<file path="config.mk">
export PLATFORM = sky130hd
export DESIGN_NAME = uart_tx_arbiter
export DESIGN_NICKNAME = d
export VERILOG_FILES = /design/src/rtl/uart_tx_arbiter.sv
export SDC_FILE = /design/constraint.sdc
export NUM_CORES = 1
export LEC_CHECK = 0
export ABC_AREA = 0
export CAP_MARGIN = 20
export CORE_MARGIN = 2
export CORE_UTILIZATION = 43
export CTS_CLUSTER_SIZE = 25
export DETAILED_ROUTE_END_ITERATION = 8
export PLACE_DENSITY = 0.72
export SKIP_LAST_GASP = 1
export SYNTH_ARGS = -nofsm -noshare
export SYNTH_HDL_FRONTEND = slang
export SYNTH_SLANG_ARGS = --single-unit
</file>
<file path="constraint.sdc">
create_clock -name i_clk -period 2.77 [get_ports i_clk]
set_clock_uncertainty 0.15 [all_clocks]
set_input_delay 0.554 -clock i_clk [delete_from_list [all_inputs] [get_ports i_clk]]
set_output_delay 0.554 -clock i_clk [all_outputs]
set_load 0.01 [all_outputs]
</file>
<file path="src/rtl/uart_tx_arbiter.sv">
// Round-robin arbiter sharing one uarttx transmitter between NREQ byte producers.
// A granted requester keeps the transmitter until it presents a byte marked last.
module uart_tx_arbiter #(
    parameter int NREQ     = 4,
    parameter int START_TO = 16
) (
    input  logic              i_clk,
    input  logic              i_reset,
    input  logic [NREQ-1:0]   i_req,
    input  logic [8*NREQ-1:0] i_data,
    input  logic [NREQ-1:0]   i_last,
    output logic [NREQ-1:0]   o_ack,
    output logic [NREQ-1:0]   o_grant,
    input  logic              i_idle,
    output logic              o_wrsig,
    output logic [7:0]        o_dataout,
    output logic              o_busy,
    output logic              o_timeout_err
);

    localparam int PW = (NREQ > 1) ? $clog2(NREQ) : 1;
    localparam int CW = $clog2(START_TO + 1);

    localparam logic [1:0] ARB     = 2'd0;
    localparam logic [1:0] SEND    = 2'd1;
    localparam logic [1:0] WAIT_LO = 2'd2;
    localparam logic [1:0] WAIT_HI = 2'd3;

    logic [1:0]      r_state;
    logic [PW-1:0]   r_ptr;
    logic [PW-1:0]   r_owner;
    logic            r_locked;
    logic [NREQ-1:0] r_grant;
    logic [7:0]      r_dataout;
    logic            r_last_q;
    logic [CW-1:0]   r_cnt;
    logic            r_timeout;

    logic            w_found;
    logic [PW-1:0]   w_win;
    logic [PW:0]     w_sum;
    logic [PW-1:0]   w_idx;
    logic [7:0]      w_win_data;
    logic            w_win_last;
    logic [NREQ-1:0] w_onehot;

    function automatic logic [PW-1:0] f_next_ptr(input logic [PW-1:0] idx);
        if (idx == PW'(NREQ - 1))
            return '0;
        else
            return idx + PW'(1);
    endfunction

    // Winner scan: locked owner only, otherwise first request at or after r_ptr.
    always_comb begin
        w_found = 1'b0;
        w_win   = r_ptr;
        w_sum   = '0;
        w_idx   = '0;
        if (r_locked) begin
            w_found = i_req[r_owner];
            w_win   = r_owner;
        end else begin
            for (int k = 0; k < NREQ; k++) begin
                w_sum = {1'b0, r_ptr} + (PW+1)'(k);
                if (w_sum >= (PW+1)'(NREQ))
                    w_sum = w_sum - (PW+1)'(NREQ);
                w_idx = w_sum[PW-1:0];
                if (!w_found && i_req[w_idx]) begin
                    w_found = 1'b1;
                    w_win   = w_idx;
                end
            end
        end
    end

    always_comb begin
        w_win_data = '0;
        w_win_last = 1'b0;
        w_onehot   = '0;
        for (int i = 0; i < NREQ; i++) begin
            if (w_win == PW'(i)) begin
                w_win_data  = i_data[8*i +: 8];
                w_win_last  = i_last[i];
                w_onehot[i] = 1'b1;
            end
        end
    end

    always_ff @(posedge i_clk or negedge i_reset) begin
        if (!i_reset) begin
            r_state   <= ARB;
            r_ptr     <= '0;
            r_owner   <= '0;
            r_locked  <= 1'b0;
            r_grant   <= '0;
            r_dataout <= '0;
            r_last_q  <= 1'b0;
            r_cnt     <= '0;
            r_timeout <= 1'b0;
        end else begin
            case (r_state)
                ARB: begin
                    if (i_idle && w_found) begin
                        r_grant   <= w_onehot;
                        r_owner   <= w_win;
                        r_dataout <= w_win_data;
                        r_last_q  <= w_win_last;
                        r_state   <= SEND;
                    end
                end
                SEND: begin
                    r_cnt   <= '0;
                    r_state <= WAIT_LO;
                end
                WAIT_LO: begin
                    if (!i_idle) begin
                        r_state <= WAIT_HI;
                    end else if (r_cnt == CW'(START_TO - 1)) begin
                        // Transmitter never started: drop the byte and release the owner.
                        r_timeout <= 1'b1;
                        r_locked  <= 1'b0;
                        r_grant   <= '0;
                        r_ptr     <= f_next_ptr(r_owner);
                        r_state   <= ARB;
                    end else begin
                        r_cnt <= r_cnt + CW'(1);
                    end
                end
                WAIT_HI: begin
                    if (i_idle) begin
                        if (r_last_q) begin
                            r_locked <= 1'b0;
                            r_grant  <= '0;
                            r_ptr    <= f_next_ptr(r_owner);
                        end else begin
                            r_locked <= 1'b1;
                        end
                        r_state <= ARB;
                    end
                end
                default: r_state <= ARB;
            endcase
        end
    end

    assign o_wrsig       = (r_state == SEND);
    assign o_ack         = r_grant & {NREQ{o_wrsig}};
    assign o_grant       = r_grant;
    assign o_dataout     = r_dataout;
    assign o_busy        = (r_state != ARB);
    assign o_timeout_err = r_timeout;

endmodule
</file>
==> flow_summary_export.csv, run 1 <==
group,metric,value,unit
pwr,leakage,1.20,nW
sta,slew-limit-headroom,68.4,%
route,via_per_inst,5.91,
route,dr.first_iter.drc_count,113,
synth,seq_area_frac_synth,28.2,%
placed_design,placed_cells,404,
setup_path,crit_buf_inv,2,
synth,synth_ff_type,"dfrtp_1",
final_layout,layout.cells.non_filler,407,
synth,ys_ff_latch,26,
clock_network,clk_latency,0.27,ns
clock_network,cts.repair_timing.setup_buffer_count,0,
final_layout,diodes,0,
synth,synthesis.area,2300,um^2
sta,period_needed,2.53,ns
synth,syn_nets,322,
setup_path,start_kind,"register",
final_layout,nFillCells,499,
floorplanning,core-area,5140,um^2
sta,max_freq,396,MHz
clock_network,cts.clk_slew.worst_paths,0.09,ns
final_layout,drive_above_1_share,10.4,%
global_route,grtUsageTotal,22.2,%
floorplanning,die_area,5960,um^2
synth,yosys_warnings,0,
setup_path,cp_slowest_cell,"clkdlybuf4s50_1",
final_layout,fin_util,60.3,%
sta,hold_ws,0.329,ns
floorplanning,ioPinCount,62,
route,vias,2407,
sta,fin_tns_setup,0,ns
route,drc,0,
setup_path,end_kind,"output pin",
route,wl,6690,um
setup_path,critPathMaxStageDelay,0.53,ns
synth,postSynthAreaPerCell,8.47,um^2
global_route,grt_overflow,0,
synth,synthArstFlopShare,100,%
pwr,p_per_area,906,nW/um^2
clock_network,ctsLongestPathBuffers,2,
job,drv_cap,0,
setup_path,path_cells,"inv_1 -> ha_1 -> and2_1 -> clkdlybuf4s50_1",
final_layout,nNetsFinal,389,
final_layout,area_delta_synth_final,34.4,%
clock_network,cts_root_buf,"clkbuf_8",
setup_path,path_class,"reg -> out",
sta,slew_violations,0,
sta,tightest_slew,0.474,ns
clock_network,cts_tree,"done",
clock_network,holdBufCountCts,0,
synth,ys_types,54,
setup_path,critical_path.top_delay_family,"buffers and inverters",
floorplanning,die_x,77.2,um
clock_network,h-tree-depth,1,
global_route,grt_pass1_wl,10900,um
clock_network,numCtsBuffers,3,
synth,synth_cells,272,
min_path,hold_path_class,"reg -> reg",
route,drtPass1Iterations,5,
clock_network,cts-resized-gates,0,
global_route,grt_start_max_net_pins,47,
global_route,antenna_found_initial,0,
placed_design,place_congestion,0.801,
setup_path,cp_max_fo,7,
sta,period_share,91.2,%
floorplanning,fp.dieH,77.2,um
global_route,grt_pass1_vias,2254,
route,ant_nets,0,
synth,synth-edff-count,0,
placed_design,io_buffers,61,
run_status,outcome,"completed",
sta,setup_violations,0,
sta,rsz0062_at_grt,"no",
sta,hold_viol_final,0,
setup_path,worstPathRequired,2.07,ns
pwr,power,2.81,mW
pwr,ir_drop,0.000479,V
placed_design,dp_hpwl,4840,um
floorplanning,initial_utilization,44.8,%
floorplanning,num_rows,26,
setup_path,worstPathArrival,1.82,ns
route,routedWlPerCell,16.4,um
clock_network,clkSinkCount,26,
-- synth_stat cells, drive strengths merged, types with 2 or more instances --
cell | count | share of area [%]
a2bb2oi | 2 | 0.76
mux2i | 12 | 5.2
mux2 | 3 | 1.5
buf | 7 | 2.7
inv | 9 | 1.5
ha | 7 | 3.8
nor3 | 5 | 1.3
o221ai | 2 | 0.76
o31ai | 3 | 0.98
a31oi | 10 | 2.7
nand2b | 4 | 1.1
nand3 | 3 | 0.65
or3 | 3 | 0.81
clkbuf | 15 | 2.4
xor2 | 2 | 0.76
nand2 | 41 | 7.0
and4 | 9 | 3.4
a21oi | 13 | 2.8
a22oi | 9 | 2.9
nor3b | 2 | 0.87
o311ai | 9 | 3.4
a311oi | 18 | 6.8
o21ai | 8 | 1.7
o32ai | 9 | 3.4
nor2 | 13 | 2.1
and2 | 7 | 1.9
nor2b | 3 | 0.81
dfrtp | 26 | 28
-- final timing paths --
| check | from | endpoint | slack, ns | depth (start not counted) |
|---|---|---|---|---|
| worst max-delay path | r_state[1] | o_ack[1] | 0.24 | 4 |
| worst min-delay path | o_timeout_err | o_timeout_err | 0.33 | 1 |
| worst max register to register | r_cnt[0] | o_grant[1] | 0.55 | 7 |
| worst min register to register | o_timeout_err | o_timeout_err | 0.33 | 1 |
| max in group asynchronous | i_reset | o_dataout[1] | 1.72 | 2 |
| min in group asynchronous | i_reset | r_cnt[4] | 0.49 | 2 |
-- flip-flops by register name (all words and copies together), names as in the netlist --
name / count
o_dataout: 8
o_grant: 4
o_timeout_err: 1
r_cnt: 5
r_last_q: 1
r_locked: 1
r_owner: 2
r_ptr: 2
r_state: 2
-- layout make-up --
class                           count  area [um^2]  share of cell area (%)
Clock buffer                        3         41.3                    1.33
Timing Repair Buffer               84          783                    25.3
Sequential cell                    26          651                    21.0
Multi-Input combinational cell    214         1500                    48.3
Tap cell                           70         87.6                    2.83
Inverter                           10         37.5                    1.21
-- power by group --
group | internal, mW | switching [mW] | leakage (nW)
sequential | 0.529 | 0.131 | 0.317
clock | 0.0977 | 0.122 | 0.0216
combinational | 0.884 | 1.04 | 0.861
total | 1.51 | 1.30 | 1.20
-- cells by family after synthesis --
kind of cell    after synthesis  synth area share (%)
compound gates               94                  31.3
flops                        26                  28.2
simple gates                 94                  21.1
fa+ha+maj                     7                  3.80
xor+xnor                      3                  1.14
mux                          16                  7.65
buf+inv                      32                  6.79
-- per-layer routing --
metal,share of wire [%],up-vias,track usage [%]
met4,0.66,0,4.82
met1,48,1140,32.6
met5,0,-,0
li1,-,1189,-
met3,6.9,4,2.35
met2,45,74,35.3
-- placed cells by master (no fill, tap or decap), drive strengths merged, types with 2 or more instances in the layout --
cell,instances
ha,7
clkbuf,3
buf,23
o221ai,2
o21ai,8
or3,3
a22oi,9
nor3b,2
and4,9
a31oi,10
nand2,41
dfrtp,26
nand2b,4
o32ai,9
and2,7
a311oi,18
mux2,3
inv,9
xor2,2
nor2,13
a2bb2oi,2
mux2i,12
nor3,5
o311ai,9
nor2b,3
clkdlybuf4s50,61
a21oi,13
nand3,3
o31ai,3
-- through the flow --
stage	setup slack, ns	area [um^2]
2_1_floorplan	0.655	2300
3_5_place_dp	0.0289	3060
4_1_cts	0.226	3100
3_3_place_gp	0.0949	3060
6_report	0.244	3100
5_1_grt	0.133	3100
(Power assumes the default switching activity.)
==> run 2, diff against run 1 <==
- CELL_PAD_IN_SITES_DETAIL_PLACEMENT: unset -> 1
- CELL_PAD_IN_SITES_GLOBAL_PLACEMENT: unset -> 1
- CORE_UTILIZATION: 43 -> 36
- PLACE_DENSITY: 0.72 -> unset
- PLACE_DENSITY_LB_ADDON: unset -> 0.1
==> flow_summary_export.csv, run 2 (synthesis gave the netlist of run 1 again) <==
group,metric,value,unit
final_layout,largest_reg_flops,8,
setup_path,crit_buf_inv,3,
global_route,grt_overflow,0,
floorplanning,core-area,6280,um^2
setup_path,cp_max_fo,12,
floorplanning,fp.dieH,84.0,um
global_route,grt_pass1_wl,12800,um
sta,setup_violations,0,
floorplanning,die_area,7060,um^2
clock_network,clkSinkCount,26,
pwr,seqPwrFrac,22.1,%
final_layout,diodes,0,
clock_network,h-tree-depth,1,
route,drtPass1Iterations,4,
clock_network,numCtsBuffers,3,
sta,hold_ws,0.332,ns
global_route,gr-usage-met3,2.08,%
final_layout,layout_common_cells,"clkdlybuf4s50_1 (61), nand2_1 (40), dfrtp_1 (26)",
final_layout,area_delta_synth_final,36.9,%
final_layout,final_common_cell,"clkdlybuf4s50_1",
final_layout,layout.cells.non_filler,414,
placed_design,dp_hpwl,5810,um
min_path,hold_path_class,"reg -> reg",
route,via_per_inst,6.06,
floorplanning,ioPinCount,62,
route,wl,7720,um
floorplanning,die_x,84.0,um
setup_path,end_kind,"register",
final_layout,nFillCells,779,
sta,period_needed,2.66,ns
global_route,grt_start_max_net_pins,38,
sta,rsz0062_at_grt,"no",
pwr,power,3.02,mW
job,drv_cap,0,
setup_path,cp_num_cells,8,
placed_design,pre_cts_slack,-0.112,ns
clock_network,cts_tree,"done",
pwr,p_per_area,956,nW/um^2
global_route,grt_use_met2,34.5,%
global_route,grt_pass1_vias,2512,
clock_network,cts-resized-gates,0,
route,routedWlPerCell,18.7,um
placed_design,place_congestion,0.826,
sta,fin_tns_setup,0,ns
pwr,leakage,1.22,nW
floorplanning,initial_utilization,36.7,%
sta,period_share,96.0,%
route,ant_nets,0,
setup_path,critical_path.top_delay_family,"buffers and inverters",
sta,hold_viol_final,0,
route,vias,2509,
sta,tightest_slew,0.558,ns
setup_path,path_cells,"clkdlybuf4s50_1 -> nor2_1 -> a2111oi_2 -> buf_4 -> o311ai_1 -> a311oi_1 -> buf_4 -> a311oi_1",
pwr,power.internal,1.64,mW
pwr,p_sw_share,45.7,%
global_route,met1_usage,33.8,%
clock_network,clk_latency,0.28,ns
clock_network,cts.repair_timing.setup_buffer_count,0,
global_route,grt_busiest_layer,"met2",
floorplanning,num_rows,29,
sta,setup_ws,0.112,ns
pwr,pwr-share-comb,67.2,%
pwr,p_clk_share,10.7,%
setup_path,worstPathRequired,2.76,ns
clock_network,holdBufCountCts,0,
global_route,grtUsageTotal,22.1,%
placed_design,io_buffers,61,
run_status,outcome,"completed",
global_route,antenna_found_initial,0,
clock_network,ctsLongestPathBuffers,2,
clock_network,cts.clk_slew.worst_paths,0.10,ns
final_layout,nNetsFinal,388,
setup_path,critPathMaxStageDelay,0.62,ns
setup_path,path_class,"in -> reg",
sta,slew-limit-headroom,62.7,%
setup_path,ff2ff_path_depth,5,
pwr,p_sw,1.38,mW
setup_path,worstPathArrival,2.65,ns
setup_path,start_kind,"input port",
route,dr.first_iter.drc_count,124,
min_path,hold_depth,1,
sta,slew_violations,0,
route,drc,0,
setup_path,cp_slowest_cell,"clkdlybuf4s50_1",
sta,max_freq,376,MHz
clock_network,cts_root_buf,"clkbuf_8",
final_layout,drive_above_1_share,10.4,%
pwr,ir_drop,0.000391,V
placed_design,placed_cells,410,
-- run 2: power groups by stage --
| stage | clock network, mW | logic (mW) | registers, mW |
|---|---|---|---|
| after global placement | 0 | 1.97 | 0.670 |
| after global routing | 0.349 | 2.22 | 0.690 |
| final | 0.323 | 2.03 | 0.668 |
| after CTS | 0.332 | 2.02 | 0.668 |
| after detailed placement | 0 | 2.01 | 0.674 |
| after floorplan | 0 | 1.26 | 0.669 |
-- run 2: worst reg2reg max path, delay by kind of cell, from the launching register on --
family / cells / cell delay [ns]
buffers and inverters: 1 / 0.46
flip-flops: 1 / 0.49
AND/OR/NAND/NOR: 1 / 0.59
AO/OA/AOI/OAI: 3 / 0.60
-- run 2: per-stage QoR --
step	util (%)	cell area, um^2
after global placement	49.1	3080
after global routing	50.2	3150
after detailed placement	49.1	3080
after floorplan	-	2300
final	50.2	3150
after CTS	50.2	3150
-- run 2: path summary, 6_finish.rpt --
kind | start | slack (ns) | to
hold / removal | o_timeout_err | 0.33 | o_timeout_err
max in group asynchronous | i_reset | 1.71 | o_dataout[3]
setup reg to reg | r_locked | 0.36 | o_dataout[7]
setup / recovery | i_req[1] | 0.11 | o_dataout[5]
hold reg to reg | o_timeout_err | 0.33 | o_timeout_err
min in group asynchronous | i_reset | 0.49 | r_cnt[1]
-- run 2: area by class of cell --
| class | count | area, um^2 | area share (%) |
|---|---|---|---|
| timing repair buffer | 83 | 801 | 25.4 |
| tap | 77 | 96.3 | 3.05 |
| clock inverter | 1 | 30.0 | 0.952 |
| inverter | 10 | 37.5 | 1.19 |
| multi-input combinational | 214 | 1500 | 47.5 |
| sequential | 26 | 651 | 20.6 |
| clock buffer | 3 | 41.3 | 1.31 |
-- run 2: metal layers --
layer	share of wire (%)	vias to the layer above
met5	0	-
met3	3.0	4
met2	45	55
li1	-	1190
met4	0.50	0
met1	51	1260
==> run 3, diff against run 2 <==
--- a/config.mk
+++ b/config.mk
@@ -12,3 +12,3 @@
 export CORE_MARGIN = 2
-export CORE_UTILIZATION = 36
+export CORE_UTILIZATION = 32
 export CTS_CLUSTER_SIZE = 25
==> constraint.sdc (replaced) <==
create_clock -name i_clk -period 2.3 [get_ports i_clk]
set_clock_uncertainty 0.15 [all_clocks]
set_input_delay 0.46 -clock i_clk [delete_from_list [all_inputs] [get_ports i_clk]]
set_output_delay 0.46 -clock i_clk [all_outputs]
set_load 0.1 [all_outputs]
==> flow_summary_export.csv, run 3 (synthesis gave the netlist of run 1 again) <==
group,metric,value,unit
pwr,ir_drop,0.000581,V
placed_design,place_congestion,0.938,
sta,slew-limit-headroom,67.6,%
setup_path,cp_max_fo,10,
setup_path,worstPathArrival,2.24,ns
floorplanning,die_x,88.9,um
clock_network,h-tree-depth,1,
clock_network,cts_root_buf,"clkbuf_8",
placed_design,dp_hpwl,6190,um
final_layout,layout.cells.non_filler,454,
clock_network,cts.clk_slew.worst_paths,0.11,ns
route,dr.first_iter.drc_count,128,
placed_design,io_buffers,61,
min_path,holdCritStartpoint,"o_timeout_err",
setup_path,reg2reg_to,"o_dataout[4]",
clock_network,clkSinkCount,26,
clock_network,clk_latency,0.28,ns
global_route,grt_pass1_wl,13100,um
global_route,grtUsageTotal,21.4,%
sta,setup_violations,0,
placed_design,placed_cells,446,
final_layout,area_delta_synth_final,49.7,%
floorplanning,die_area,7900,um^2
route,routedWlPerCell,18.4,um
sta,slew_violations,0,
sta,rsz0062_at_grt,"yes",
setup_path,worstPathRequired,2.33,ns
setup_path,path_class,"in -> reg",
sta,period_needed,2.20,ns
route,ant_nets,0,
clock_network,holdBufCountCts,0,
run_status,outcome,"completed",
pwr,leakage,1.39,nW
final_layout,diodes,0,
route,drc,0,
pwr,p_per_area,1420,nW/um^2
setup_path,path_cells,"dlygate4sd2_1 -> buf_4 -> or3_1 -> o221a_4 -> o311ai_1 -> a311oi_1 -> buf_4 -> a311oi_1",
min_path,min_to,"o_timeout_err",
min_path,hold_path_class,"reg -> reg",
global_route,grt_start_max_net_pins,27,
clock_network,ctsLongestPathBuffers,2,
floorplanning,fp.dieH,88.9,um
route,wl,8370,um
setup_path,end_kind,"register",
clock_network,numCtsBuffers,3,
sta,hold_viol_final,0,
sta,period_share,95.8,%
route,vias,2595,
setup_path,ff2ff_path_depth,7,
global_route,grt_overflow,0,
final_layout,layout_common_cells,"buf_4 (49), nand2_1 (40), clkdlybuf4s50_1 (38)",
setup_path,critPathMaxStageDelay,0.43,ns
clock_network,cts_tree,"done",
setup_path,start_kind,"input port",
min_path,hold_depth,1,
setup_path,rr_startpoint,"r_ptr[1]",
floorplanning,core-area,6870,um^2
global_route,grt_pass1_vias,2615,
setup_path,cp_slowest_cell,"or3_1",
final_layout,fin_util,50.2,%
final_layout,final_common_cell,"buf_4",
route,drtPass1Iterations,4,
floorplanning,ioPinCount,62,
final_layout,largest_reg_flops,8,
job,drv_cap,0,
sta,tightest_slew,0.486,ns
floorplanning,initial_utilization,33.6,%
final_layout,drive_above_1_share,24.9,%
floorplanning,num_rows,30,
sta,max_freq,454,MHz
setup_path,worst-r2r-setup-slack,0.14,ns
global_route,antenna_found_initial,0,
final_layout,nNetsFinal,409,
route,via_per_inst,5.72,
[run 3: layer usage]
layer	vias to the layer above	wire length, um	GRT usage (%)
met5	-	0	0
met4	0	65	4.96
met3	6	488	2.43
met2	91	3850	34.8
met1	1268	3960	30.3
li1	1230	-	-
[run 3: per-stage QoR]
step	instance area (um^2)	TNS [ns]	power, mW	worst slack (ns)	hold WS, ns
finish	3450	0	4.89	0.0957	0.332
global route	3450	-0.0260	5.19	-0.0244	0.364
CTS	3330	0	4.74	0.0189	0.335
detailed placement	3260	-5.40	4.32	-0.390	0.307
global placement	3260	-4.34	4.27	-0.331	0.301
floorplan	2310	0	3.21	0.0674	0.0144
[run 3: timing repair]
item | 4_1_cts | 5_1_grt
gates resized for setup | 3 | 18
cloned | 0 | 1
endpoints found under the setup margin | 14 | 14
pin swaps | 0 | 5
hold endpoints to repair | 0 | 0
buffers inserted | 0 | 4
[run 3: power by group]
part	switching [mW]	internal (mW)	total, mW	leakage (nW)
combinational	2.38	1.33	3.71	1.04
sequential	0.148	0.637	0.784	0.317
clock	0.168	0.233	0.401	0.0357
total	2.70	2.20	4.89	1.39
[run 3: worst max path at each step]
stage / start / to / depth (start not counted) / slack (ns)
2_1_floorplan: r_state[1] / o_ack[0] / 3 / 0.07
3_3_place_gp: i_req[1] / o_grant[0] / 6 / -0.33
3_5_place_dp: i_req[1] / o_grant[0] / 6 / -0.39
4_1_cts: r_cnt[0] / o_grant[1] / 7 / 0.02
5_1_grt: i_req[1] / o_dataout[1] / 8 / -0.02
6_report: i_req[1] / o_dataout[4] / 8 / 0.1
[run 3: area by class of cell]
| class | count | area (um^2) |
|---|---|---|
| inverter | 10 | 37.5 |
| sequential | 26 | 651 |
| multi-input combinational | 214 | 1570 |
| tap | 96 | 120 |
| fill | 817 | 3420 |
| clock inverter | 1 | 30.0 |
| clock buffer | 3 | 41.3 |
| timing repair buffer | 104 | 1000 |
[run 3: worst max-delay path: cells and delay by family]
kind | cells | cell delay, ns
buffers and inverters | 3 | 0.63
AO/OA/AOI/OAI | 4 | 0.73
AND/OR/NAND/NOR | 1 | 0.43
